`config.mk`:
```
export PLATFORM = sky130hd
export DESIGN_NAME = mips_instr_encoder
export DESIGN_NICKNAME = d
export VERILOG_FILES = /design/src/rtl/mips_instr_encoder.sv
export SDC_FILE = /design/constraint.sdc
export NUM_CORES = 1
export LEC_CHECK = 0
export BUFFER_PORTS_ARGS = -buffer_cell sky130_fd_sc_hd__buf_2
export CORE_MARGIN = 5
export CORE_UTILIZATION = 41
export CTS_CLUSTER_DIAMETER = 200
export DETAILED_ROUTE_END_ITERATION = 12
export SYNTH_ARGS = -nofsm -noshare
export SYNTH_HDL_FRONTEND = slang
export SYNTH_SLANG_ARGS = --single-unit
```
`constraint.sdc`:
```
create_clock -name clk -period 3.2 [get_ports clk]
set_clock_uncertainty 0.05 [all_clocks]
set_input_delay 0.96 -clock clk [delete_from_list [all_inputs] [get_ports clk]]
set_output_delay 0.96 -clock clk [all_outputs]
set_load 0.005 [all_outputs]
```
`src/rtl/mips_instr_encoder.sv`:
```
// Encodes symbolic MIPS requests into 32-bit words and drains them through a small FIFO into imem.
// Optional macro ENC_ILLEGAL_TRAP_EN: illegal ops are dropped and flagged instead of written as NOP.
module mips_instr_encoder #(
  parameter int ADDR_W     = 12,
  parameter int FIFO_DEPTH = 4
) (
  input  logic              clk,
  input  logic              rst_n,
  input  logic              req_valid,
  output logic              req_ready,
  input  logic [4:0]        req_op,
  input  logic [4:0]        req_rs,
  input  logic [4:0]        req_rt,
  input  logic [4:0]        req_rd,
  input  logic [4:0]        req_shamt,
  input  logic [15:0]       req_imm,
  input  logic [25:0]       req_target,
  input  logic              base_load,
  input  logic [ADDR_W-1:0] base_addr,
  output logic              imem_we,
  input  logic              imem_ready,
  output logic [ADDR_W-1:0] imem_addr,
  output logic [31:0]       imem_wdata,
  output logic [15:0]       word_count,
  output logic              err_illegal
);

  localparam int PTR_W = $clog2(FIFO_DEPTH);

  logic [31:0]       fifo_q [FIFO_DEPTH];
  logic [PTR_W:0]    wr_ptr_q, rd_ptr_q;
  logic [ADDR_W-1:0] addr_q;
  logic [15:0]       count_q;
  logic [31:0]       enc_word;
  logic              enc_illegal;
  logic              fifo_full, fifo_empty, accept, push, pop;

  function automatic logic [31:0] r_word(logic [5:0] funct, logic [4:0] rs, logic [4:0] rt,
                                         logic [4:0] rd, logic [4:0] shamt);
    return {6'h00, rs, rt, rd, shamt, funct};
  endfunction

  function automatic logic [31:0] i_word(logic [5:0] opc, logic [4:0] rs, logic [4:0] rt,
                                         logic [15:0] imm);
    return {opc, rs, rt, imm};
  endfunction

  always_comb begin
    enc_word    = 32'h0000_0000;
    enc_illegal = 1'b0;
    case (req_op)
      5'd0:  enc_word = r_word(6'h20, req_rs, req_rt, req_rd, 5'd0);
      5'd1:  enc_word = r_word(6'h21, req_rs, req_rt, req_rd, 5'd0);
      5'd2:  enc_word = r_word(6'h22, req_rs, req_rt, req_rd, 5'd0);
      5'd3:  enc_word = r_word(6'h23, req_rs, req_rt, req_rd, 5'd0);
      5'd4:  enc_word = r_word(6'h24, req_rs, req_rt, req_rd, 5'd0);
      5'd5:  enc_word = r_word(6'h25, req_rs, req_rt, req_rd, 5'd0);
      5'd6:  enc_word = r_word(6'h27, req_rs, req_rt, req_rd, 5'd0);
      5'd7:  enc_word = r_word(6'h2A, req_rs, req_rt, req_rd, 5'd0);
      5'd8:  enc_word = r_word(6'h00, req_rs, req_rt, req_rd, req_shamt);
      5'd9:  enc_word = r_word(6'h02, req_rs, req_rt, req_rd, req_shamt);
      5'd10: enc_word = r_word(6'h03, req_rs, req_rt, req_rd, req_shamt);
      5'd11: enc_word = r_word(6'h08, req_rs, 5'd0, 5'd0, 5'd0);
      5'd12: enc_word = i_word(6'h0C, req_rs, req_rt, req_imm);
      5'd13: enc_word = i_word(6'h0D, req_rs, req_rt, req_imm);
      5'd14: enc_word = i_word(6'h0A, req_rs, req_rt, req_imm);
      5'd15: enc_word = i_word(6'h08, req_rs, req_rt, req_imm);
      5'd16: enc_word = i_word(6'h09, req_rs, req_rt, req_imm);
      5'd17: enc_word = i_word(6'h04, req_rs, req_rt, req_imm);
      5'd18: enc_word = i_word(6'h05, req_rs, req_rt, req_imm);
      5'd19: enc_word = i_word(6'h07, req_rs, 5'd0, req_imm);
      5'd20: enc_word = i_word(6'h01, req_rs, 5'd1, req_imm);
      5'd21: enc_word = i_word(6'h23, req_rs, req_rt, req_imm);
      5'd22: enc_word = i_word(6'h2B, req_rs, req_rt, req_imm);
      5'd23: enc_word = i_word(6'h0F, 5'd0, req_rt, req_imm);
      5'd24: enc_word = {6'h02, req_target};
      5'd25: enc_word = {6'h03, req_target};
      default: enc_illegal = 1'b1;
    endcase
  end

  assign fifo_empty = (wr_ptr_q == rd_ptr_q);
  assign fifo_full  = (wr_ptr_q[PTR_W] != rd_ptr_q[PTR_W]) &&
                      (wr_ptr_q[PTR_W-1:0] == rd_ptr_q[PTR_W-1:0]);

  // Ready is held low while in reset, and never bypasses a full FIFO.
  assign req_ready = rst_n && !fifo_full && !base_load;
  assign accept    = req_valid && req_ready;
`ifdef ENC_ILLEGAL_TRAP_EN
  assign push      = accept && !enc_illegal;
`else
  assign push      = accept;
`endif
  assign pop       = !fifo_empty && imem_ready && !base_load;

  assign imem_we    = !fifo_empty;
  assign imem_addr  = addr_q;
  assign imem_wdata = fifo_empty ? 32'h0000_0000 : fifo_q[rd_ptr_q[PTR_W-1:0]];
  assign word_count = count_q;

  always_ff @(posedge clk) begin
    if (push) fifo_q[wr_ptr_q[PTR_W-1:0]] <= enc_illegal ? 32'h0000_0000 : enc_word;
  end

  always_ff @(posedge clk or negedge rst_n) begin
    if (!rst_n) begin
      wr_ptr_q <= '0;
      rd_ptr_q <= '0;
      addr_q   <= '0;
      count_q  <= 16'h0000;
    end else if (base_load) begin
      wr_ptr_q <= '0;
      rd_ptr_q <= '0;
      addr_q   <= base_addr & ~ADDR_W'(3);
      count_q  <= 16'h0000;
    end else begin
      if (push) wr_ptr_q <= wr_ptr_q + 1'b1;
      if (pop) begin
        rd_ptr_q <= rd_ptr_q + 1'b1;
        addr_q   <= addr_q + ADDR_W'(4);
        if (count_q != 16'hFFFF) count_q <= count_q + 16'h0001;
      end
    end
  end

`ifdef ENC_ILLEGAL_TRAP_EN
  logic err_q;
  always_ff @(posedge clk or negedge rst_n) begin
    if (!rst_n)                      err_q <= 1'b0;
    else if (accept && enc_illegal)  err_q <= 1'b1;
  end
  assign err_illegal = err_q;
`else
  assign err_illegal = 1'b0;
`endif

endmodule
```
==> metrics.md, run 1 <==
| Metric | Value |
|---|---|
| Synth cell types | 52 |
| CTS buffer count | 17 |
| DP Cell Count | 853 |
| Worst slew margin | 0.260 |
| Via density | 5.35 |
| Most frequent cells in the layout | buf_2, edfxtp_1, nand2_1, nor2b_1 |
| Mapped Cells | 502 |
| # H-tree levels | 4 |
| Slowest stage cell, crit path | mux4_2 |
| Antenna viol nets, final | 0 |
| Num rows | 48 |
| Area growth syn-to-layout | 22.0% |
| Slew Limit Fails | 0 |
| Final Net Count | 738 |
| Final min period | 3.03 ns |
| Height of the die | 142 µm |
| Drt pass-1 iters | 5 |
| Final hold vios | 0 |
| Worst Tran Pin Value | 1.11 ns |
| Hold-fix buffers at CTS | 0 |
| Final WL | 16.2 mm |
| Yosys reg bits | 156 |
| First-pass GRT wire length | 25.7 mm |
| Slowest stage delay, CP | 0.52 ns |
| Filler Cell Count | 1482 |
| Outcome | finished, final reports clean |
| Initial antenna violation count | 0 |
| Worst Setup Start Kind | register |
| Setup Buffers After CTS | 0 |
| Number of global-route vias before repair | 4805 |
| Post-Route Setup TNS | 0 ns |
| Post-Layout Cell Count | 886 |
| WHS | 0.486 ns |
| Leak Pwr | 0.00341 µW |
| Post-synth EDFFs | 124 |
| Maximum fanout along the worst path | 31 |
| Worst hold path class | reg2reg |
| Post-synthesis sequential area ratio | 0.629 |
| Final Power | 4970 µW |
| Die X | 142 µm |
| Commonest non-fill, non-tap cell in the layout | buf_2 |
| CTS tree | built |
| Layout cell share with drive strength beyond 1 | 0.358 |
| Hpwl dp | 11.0 mm |
| Synth Cell Area | 7190 µm² |
| Largest delay share family, worst path | multiplexers |
| GRT overflow | 0 |
| Area share of the largest cell type after synthesis | 0.518 |
| Setup CP Type | reg2out |
| Fmax | 330 MHz |
| Drt wl/cell | 18.2 µm |
| Clock root buffer | clkbuf_16 |
| Via Count | 4738 |
| DRC | 0 |
| FFs w/ async S/R, synth | 0.205 |
| Pwr per Cell Area | 566 nW/µm² |
| Unrepaired setup endpoints after global routing | false |
| Synth top area cells | edfxtp_1, dfrtp_1, mux4_2 |
| CP bufs+invs | 2 |
| Synth Warn # | 0 |
| Clock transition at path regs | 0.06 ns |
| Main synth FF type | edfxtp_1 |
| Quantity of gates resized following cts | 0 |
| Io pins | 147 |
| DIE AREA | 20300 µm² |
| WP data required | 2.19 ns |
| Crit-path cells | buf_12 > mux4_2 > nor2b_1 > buf_2 |
| DR iter-0 viols | 288 |
| Largest net degree at the start of global routing | 33 |
| Worst EP arrival | 2.02 ns |
| Syn_area_per_cell | 14.3 µm² |
| PortBufs | 140 |
| Final setup viols | 0 |
| Largest buffer count on any clock path | 2 |
| Starting Density | 0.417 |
| Peak supply drop | 385 µV |
| Worst setup EP type | output port |
| Routability Congestion | 0.810 |
| Core area | 17200 µm² |
| Fin crit share | 0.946 |
| Worst-Skew Late Latency | 0.41 ns |
| Post-synth top area cell | edfxtp_1 |
| GRT Util Overall | 0.164 |
| MaxCap Viol Count | 0 |
| CTS sink cnt | 156 |
==> state kept, by name, indices dropped and copies added (netlist names) <==
name	count
imem_addr	10
fifo_q	124
rd_ptr_q	3
wr_ptr_q	3
word_count	16
==> area by class of cell <==
| cell class | instances | area, µm² | area share |
|---|---|---|---|
| Clock inverter | 14 | 129 | 0.0147 |
| Inverter | 24 | 90.1 | 0.0103 |
| Clock buffer | 18 | 429 | 0.0489 |
| Antenna cell | 1 | 2.50 | 0.000285 |
| Tap cell | 225 | 282 | 0.0321 |
| Multi-Input combinational cell | 292 | 2440 | 0.278 |
| Sequential cell | 156 | 4530 | 0.516 |
| Timing Repair Buffer | 156 | 871 | 0.0993 |
==> power by group <==
part	total [µW]	internal, µW	leakage (µW)	switching, µW
registers	2300	2260	0.00156	44.0
clock network	1890	1130	0.000268	754
logic	775	365	0.00158	411
total	4970	3760	0.00341	1210
==> cells in the mapped netlist, types with 8 or more instances <==
cell	count
edfxtp_1	124
nand2_1	39
nor2b_1	36
dfrtp_1	32
mux4_2	31
inv_1	24
o21ai_0	23
clkbuf_1	19
a21oi_1	14
nor2_1	14
a222oi_1	10
a22o_1	9
nand4_1	9
and3_1	8
nand3_1	8
==> tightest hold or removal path: cells and delay by family (launching register included) <==
family        cells  cell delay (ns)
simple gates      2             0.11
flops             1             0.39
==> cells by family (layout without fill, tap and decap cells) <==
group,Yosys count,after routing,synth area share
xor+xnor,17,17,0.0238
fa+ha+maj,8,8,0.0136
compound gates,84,84,0.0837
other cells,1,5,0.000522
simple gates,141,141,0.107
buf+inv,57,212,0.0346
mux,38,38,0.108
flops,156,156,0.629
==> metal layers <==
layer / global-route usage / wire length (µm)
met1: 0.219 / 6980
met3: 0.0403 / 1080
met2: 0.266 / 7840
met5: 0 / 0
met4: 0.0550 / 252
==> metrics by stage <==
step	worst slack (ns)	cell area [µm²]	util
global placement	0.220	8210	0.476
detailed placement	0.0530	8210	0.476
global route	0.0651	8770	0.509
CTS	0.129	8770	0.509
floorplan	0.355	7200	-
finish	0.173	8770	0.509
==> final timing paths <==
check / start / cells after the start / slack [ns] / endpoint
max: rd_ptr_q[0] / 4 / 0.17 / imem_wdata[1]
min: word_count[1] / 2 / 0.49 / word_count[1]
max reg2reg: word_count[0] / 6 / 1.10 / word_count[15]
min reg2reg: word_count[1] / 2 / 0.49 / word_count[1]
max in group asynchronous: rst_n / 2 / 2.22 / rd_ptr_q[0]
min in group asynchronous: rst_n / 2 / 0.56 / word_count[3]
No activity file was read; power rests on OpenSTA's default activity.
==> run 2, diff against run 1 <==
CORE_UTILIZATION = 25   (was 41)
==> metrics.md, run 2 (synthesis gave the netlist of run 1 again) <==
| Metric | Value |
|---|---|
| CTS sink cnt | 156 (unchanged) |
| Leak Pwr | 0.00342 µW (was 0.00341 µW) |
| # H-tree levels | 4 (unchanged) |
| Final WL | 17.5 mm (was 16.2 mm) |
| Final min period | 3.03 ns (about the same) |
| Largest net degree at the start of global routing | 33 (unchanged) |
| GRT Util Overall | 0.109 (was 0.164) |
| Post-Route Setup TNS | 0 ns (unchanged) |
| Height of the die | 180 µm (was 142 µm) |
| Drt wl/cell | 16.8 µm (was 18.2 µm) |
| Worst setup EP type | output port (unchanged) |
| Setup Buffers After CTS | 0 (unchanged) |
| Unrepaired setup endpoints after global routing | false (unchanged) |
| Starting Density | 0.252 (was 0.417) |
| Fin crit share | 0.946 (about the same) |
| MaxCap Viol Count | 0 (unchanged) |
| CTS tree | built (unchanged) |
| Antenna viol nets, final | 0 (unchanged) |
| Quantity of gates resized following cts | 0 (unchanged) |
| Fmax | 330 MHz (about the same) |
| DRC | 0 (unchanged) |
| Clock root buffer | clkbuf_16 (unchanged) |
| Outcome | finished, final reports clean (unchanged) |
| Hpwl dp | 11.9 mm (was 11.0 mm) |
| Worst setup margin | 0.173 ns (about the same) |
| Maximum fanout along the worst path | 32 (was 31) |
| Number of global-route vias before repair | 4824 (was 4805) |
| Worst-Skew Late Latency | 0.42 ns (was 0.41 ns) |
| Hold-fix buffers at CTS | 0 (unchanged) |
| Worst Tran Pin Value | 0.770 ns (was 1.11 ns) |
| Post-Place Setup Slack | 0.310 ns (was 0.0530 ns) |
| Area growth syn-to-layout | 25.4% (was 22.0%) |
| DIE AREA | 32300 µm² (was 20300 µm²) |
| Layout cell share with drive strength beyond 1 | 0.356 (was 0.358) |
| Initial antenna violation count | 1 (was 0) |
| Commonest non-fill, non-tap cell in the layout | buf_2 (unchanged) |
| Worst slew margin | 0.481 (was 0.260) |
| Worst EP arrival | 2.02 ns (about the same) |
| Worst Setup Start Kind | register (unchanged) |
| Max reg flops | 124 (unchanged) |
| Largest buffer count on any clock path | 2 (unchanged) |
| Via density | 4.51 (was 5.35) |
| Final setup viols | 0 (unchanged) |
| CTS buffer count | 17 (unchanged) |
| Drt pass-1 iters | 5 (unchanged) |
| WHS | 0.501 ns (was 0.486 ns) |
| Routability Congestion | 0.758 (was 0.810) |
| First-pass GRT wire length | 27.8 mm (was 25.7 mm) |
| Final Net Count | 735 (was 738) |
| Most frequent cells in the layout | buf_2, edfxtp_1, nand2_1, nor2b_1 (unchanged) |
| Antenna cells | 0 (was 1) |
| Via Count | 4692 (was 4738) |
| Slew Limit Fails | 0 (unchanged) |
| Io pins | 147 (unchanged) |
| Final hold vios | 0 (unchanged) |
| Die X | 180 µm (was 142 µm) |
| Setup CP Type | reg2out (unchanged) |
| DR iter-0 viols | 241 (was 288) |
| Worst hold path class | reg2reg (unchanged) |
| Peak supply drop | 336 µV (was 385 µV) |
| PortBufs | 140 (unchanged) |
| Clock transition at path regs | 0.06 ns (about the same) |
| Num rows | 62 (was 48) |
| WP data required | 2.19 ns (about the same) |
| Pwr per Cell Area | 565 nW/µm² (was 566 nW/µm²) |
| GRT overflow | 0 (unchanged) |
| Core area | 28500 µm² (was 17200 µm²) |
run 2: cell types whose count changed in the layout (fill, tap and decap cells not counted), moves of 2 or more:
cell,previous run,this run
clkinv_4,0,2
inv_6,0,3
clkinv_2,7,1
buf_12,4,8
inv_8,0,5
clkinvlp_4,4,2
buf_4,12,5
run 2: worst max-delay path: stages, from the launching register on:
cell and delay [ns]:
dfrtp_2 0.43, buf_12 0.28, mux4_2 0.58, nor2b_1 0.16
buf_2 0.13
run 2: per-stage QoR:
stage | utilization | cells | power (µW) | area [µm²]
2_1_floorplan | - | 505 | 2810 | 7200
3_3_place_gp | 0.295 | 1009 | 3170 | 8440
3_5_place_dp | 0.295 | 1009 | 3170 | 8440
4_1_cts | 0.316 | 1041 | 5190 | 9010
5_1_grt | 0.316 | 1041 | 5340 | 9010
6_report | 0.316 | 1041 | 5100 | 9010
run 2: routing by layer:
metal / up-vias / track usage / wire, µm
met2: 127 / 0.172 / 8350
met5: - / 0 / 7
met3: 23 / 0.0297 / 852
met4: 2 / 0.0323 / 216
li1: 2207 / - / -
met1: 2333 / 0.148 / 8050
run 2: area by class of cell:
type                            count  area, µm²
Clock inverter                     14        150
Sequential cell                   156       4530
Fill cell                        2928      19500
Timing Repair Buffer              153        898
Tap cell                          384        480
Multi-Input combinational cell    292       2440
Inverter                           24       90.1
Clock buffer                       18        429
run 2: report_power, final:
part | switching (µW) | internal [µW]
Clock | 891 | 1110
Combinational | 428 | 370
Sequential | 45.0 | 2260
Total | 1360 | 3730
run 2: final timing paths:
check / cells past startpoint / start / slack [ns] / to
max: 4 / rd_ptr_q[0] / 0.17 / imem_wdata[27]
min reg2reg: 2 / word_count[1] / 0.50 / word_count[1]
max reg2reg: 5 / rd_ptr_q[1] / 1.05 / word_count[15]
min in group asynchronous: 2 / rst_n / 0.56 / word_count[13]
min: 2 / word_count[1] / 0.50 / word_count[1]
max in group asynchronous: 2 / rst_n / 2.20 / rd_ptr_q[0]
==> run 3, diff against run 2 <==
CELL_PAD_IN_SITES_DETAIL_PLACEMENT = 1   (was default)
CELL_PAD_IN_SITES_GLOBAL_PLACEMENT = 2   (was default)
PLACE_DENSITY_LB_ADDON = 0.1   (was default)
==> metrics.md, run 3 (synthesis gave the netlist of run 1 again) <==
| Metric | Value |
|---|---|
| GRT overflow | 0 (unchanged) |
| Storage cell area | 4530 µm² (about the same) |
| Unrepaired setup endpoints after global routing | false (unchanged) |
| Slew Limit Fails | 0 (unchanged) |
| Clock transition at path regs | 0.07 ns (was 0.06 ns) |
| Slowest stage delay, CP | 0.53 ns (was 0.58 ns) |
| DIE AREA | 32300 µm² (unchanged) |
| Final setup viols | 0 (unchanged) |
| WHS | 0.495 ns (was 0.501 ns) |
| GRT Util Overall | 0.125 (was 0.109) |
| Hpwl dp | 13.9 mm (was 11.9 mm) |
| CTS sink cnt | 156 (unchanged) |
| Num rows | 62 (unchanged) |
| Worst setup margin | 0.167 ns (was 0.173 ns) |
| Setup Buffers After CTS | 0 (unchanged) |
| Commonest non-fill, non-tap cell in the layout | buf_2 (unchanged) |
| Final min period | 3.03 ns (about the same) |
| Pwr per Cell Area | 561 nW/µm² (was 565 nW/µm²) |
| Final hold vios | 0 (unchanged) |
| Slowest stage cell, crit path | mux4_2 (unchanged) |
| Routability Congestion | 0.747 (was 0.758) |
| Core area | 28500 µm² (unchanged) |
| Worst Tran Pin Value | 0.898 ns (was 0.770 ns) |
| Peak supply drop | 240 µV (was 336 µV) |
| DR iter-0 viols | 228 (was 241) |
| Post-Route Setup TNS | 0 ns (unchanged) |
| WP data required | 2.19 ns (about the same) |
| Leak Pwr | 0.00343 µW (was 0.00342 µW) |
| Outcome | finished, final reports clean (unchanged) |
| Number of global-route vias before repair | 5409 (was 4824) |
| Die X | 180 µm (unchanged) |
| Final WL | 20.1 mm (was 17.5 mm) |
| Worst Setup Start Kind | register (unchanged) |
| Drt pass-1 iters | 7 (was 5) |
| Largest buffer count on any clock path | 2 (unchanged) |
| Post-Place Setup Slack | 0.260 ns (was 0.310 ns) |
| Max reg flops | 124 (unchanged) |
| Quantity of gates resized following cts | 0 (unchanged) |
| Io pins | 147 (unchanged) |
| Height of the die | 180 µm (unchanged) |
| Layout cell share with drive strength beyond 1 | 0.366 (was 0.356) |
| Drt wl/cell | 19.2 µm (was 16.8 µm) |
| Hold-fix buffers at CTS | 0 (unchanged) |
| Area of the multi-input gates | 2440 µm² (unchanged) |
| Largest net degree at the start of global routing | 36 (was 33) |
| Post-layout util | 0.315 (was 0.316) |
| Starting Density | 0.252 (unchanged) |
| # H-tree levels | 4 (unchanged) |
| Antenna viol nets, final | 0 (unchanged) |
| Worst EP arrival | 2.02 ns (about the same) |
| Worst setup EP type | output port (unchanged) |
| Via Count | 4824 (was 4692) |
| Worst slew margin | 0.400 (was 0.481) |
| Initial antenna violation count | 0 (was 1) |
| Setup CP Type | reg2out (unchanged) |
| Filler Cell Count | 3147 (was 2928) |
| Final Net Count | 744 (was 735) |
| Antenna cells | 0 (unchanged) |
| Clock root buffer | clkbuf_16 (unchanged) |
| Fin crit share | 0.948 (was 0.946) |
| CTS buffer count | 17 (unchanged) |
| DRC | 0 (unchanged) |
| Maximum fanout along the worst path | 14 (was 32) |
| Worst hold path class | reg2reg (unchanged) |
| MaxCap Viol Count | 0 (unchanged) |
| Crit-path cells | buf_4 > mux4_2 > nor2b_1 > buf_2 (was buf_12 > mux4_2 > nor2b_1 > buf_2) |
| CTS tree | built (unchanged) |
| Most frequent cells in the layout | buf_2, edfxtp_1, nand2_1, nor2b_1, mux4_2 (was buf_2, edfxtp_1, nand2_1, nor2b_1) |
| Fmax | 330 MHz (about the same) |
| Area growth syn-to-layout | 25.2% (was 25.4%) |
| Worst-Skew Late Latency | 0.42 ns (about the same) |
| PortBufs | 140 (unchanged) |
| Via density | 4.59 (was 4.51) |
| First-pass GRT wire length | 31.5 mm (was 27.8 mm) |
==> run 3: cell count changes in the layout (fill, tap and decap cells not counted), sizes merged <==
cell	before	now
inv	32	33
bufinv	1	0
buf	153	162
clkinv	3	2
clkinvlp	2	3
==> run 3: worst max-delay path, delay by kind of cell (launching register included) <==
kind | cells | cell delay, ns
and+or+nand+nor | 1 | 0.18
buffers and inverters | 2 | 0.47
DFF | 1 | 0.42
muxes | 1 | 0.53
==> run 3: area by class of cell <==
class / instances / area share
clock buffer: 18 / 0.0477
clock inverter: 14 / 0.0136
inverter: 24 / 0.0100
multi-input combinational: 292 / 0.271
sequential: 156 / 0.503
tap: 384 / 0.0533
timing repair buffer: 162 / 0.102
==> run 3: worst paths after layout <==
| kind | slack [ns] | depth (start not counted) | end | start |
|---|---|---|---|---|
| min reg2reg | 0.49 | 2 | word_count[1] | word_count[1] |
| min | 0.49 | 2 | word_count[1] | word_count[1] |
| min in group asynchronous | 0.57 | 2 | imem_addr[7] | rst_n |
| max reg2reg | 1.03 | 6 | word_count[15] | word_count[0] |
| max | 0.17 | 4 | imem_wdata[27] | rd_ptr_q[0] |
| max in group asynchronous | 2.17 | 2 | rd_ptr_q[0] | rst_n |
==> run 3: where the power goes <==
part / leakage, µW / switching, µW / internal (µW)
Combinational: 0.00161 / 441 / 375
Sequential: 0.00156 / 45.0 / 2260
Clock: 0.000264 / 911 / 1020
==> run 3: routing by layer <==
| layer | vias up | wire [µm] | track usage |
|---|---|---|---|
| met4 | 0 | 204 | 0.0329 |
| met2 | 97 | 10200 | 0.213 |
| met1 | 2491 | 9010 | 0.162 |
| met5 | - | 0 | 0 |
| met3 | 12 | 710 | 0.0289 |
| li1 | 2224 | - | - |
==> run 3: metrics by stage <==
step | total power (µW) | instance area (µm²) | cells
after floorplan | 2810 | 7200 | 505
after global placement | 3180 | 8450 | 1018
after detailed placement | 3200 | 8450 | 1018
after CTS | 5150 | 9010 | 1050
after global routing | 5310 | 9010 | 1050
final | 5050 | 9010 | 1050
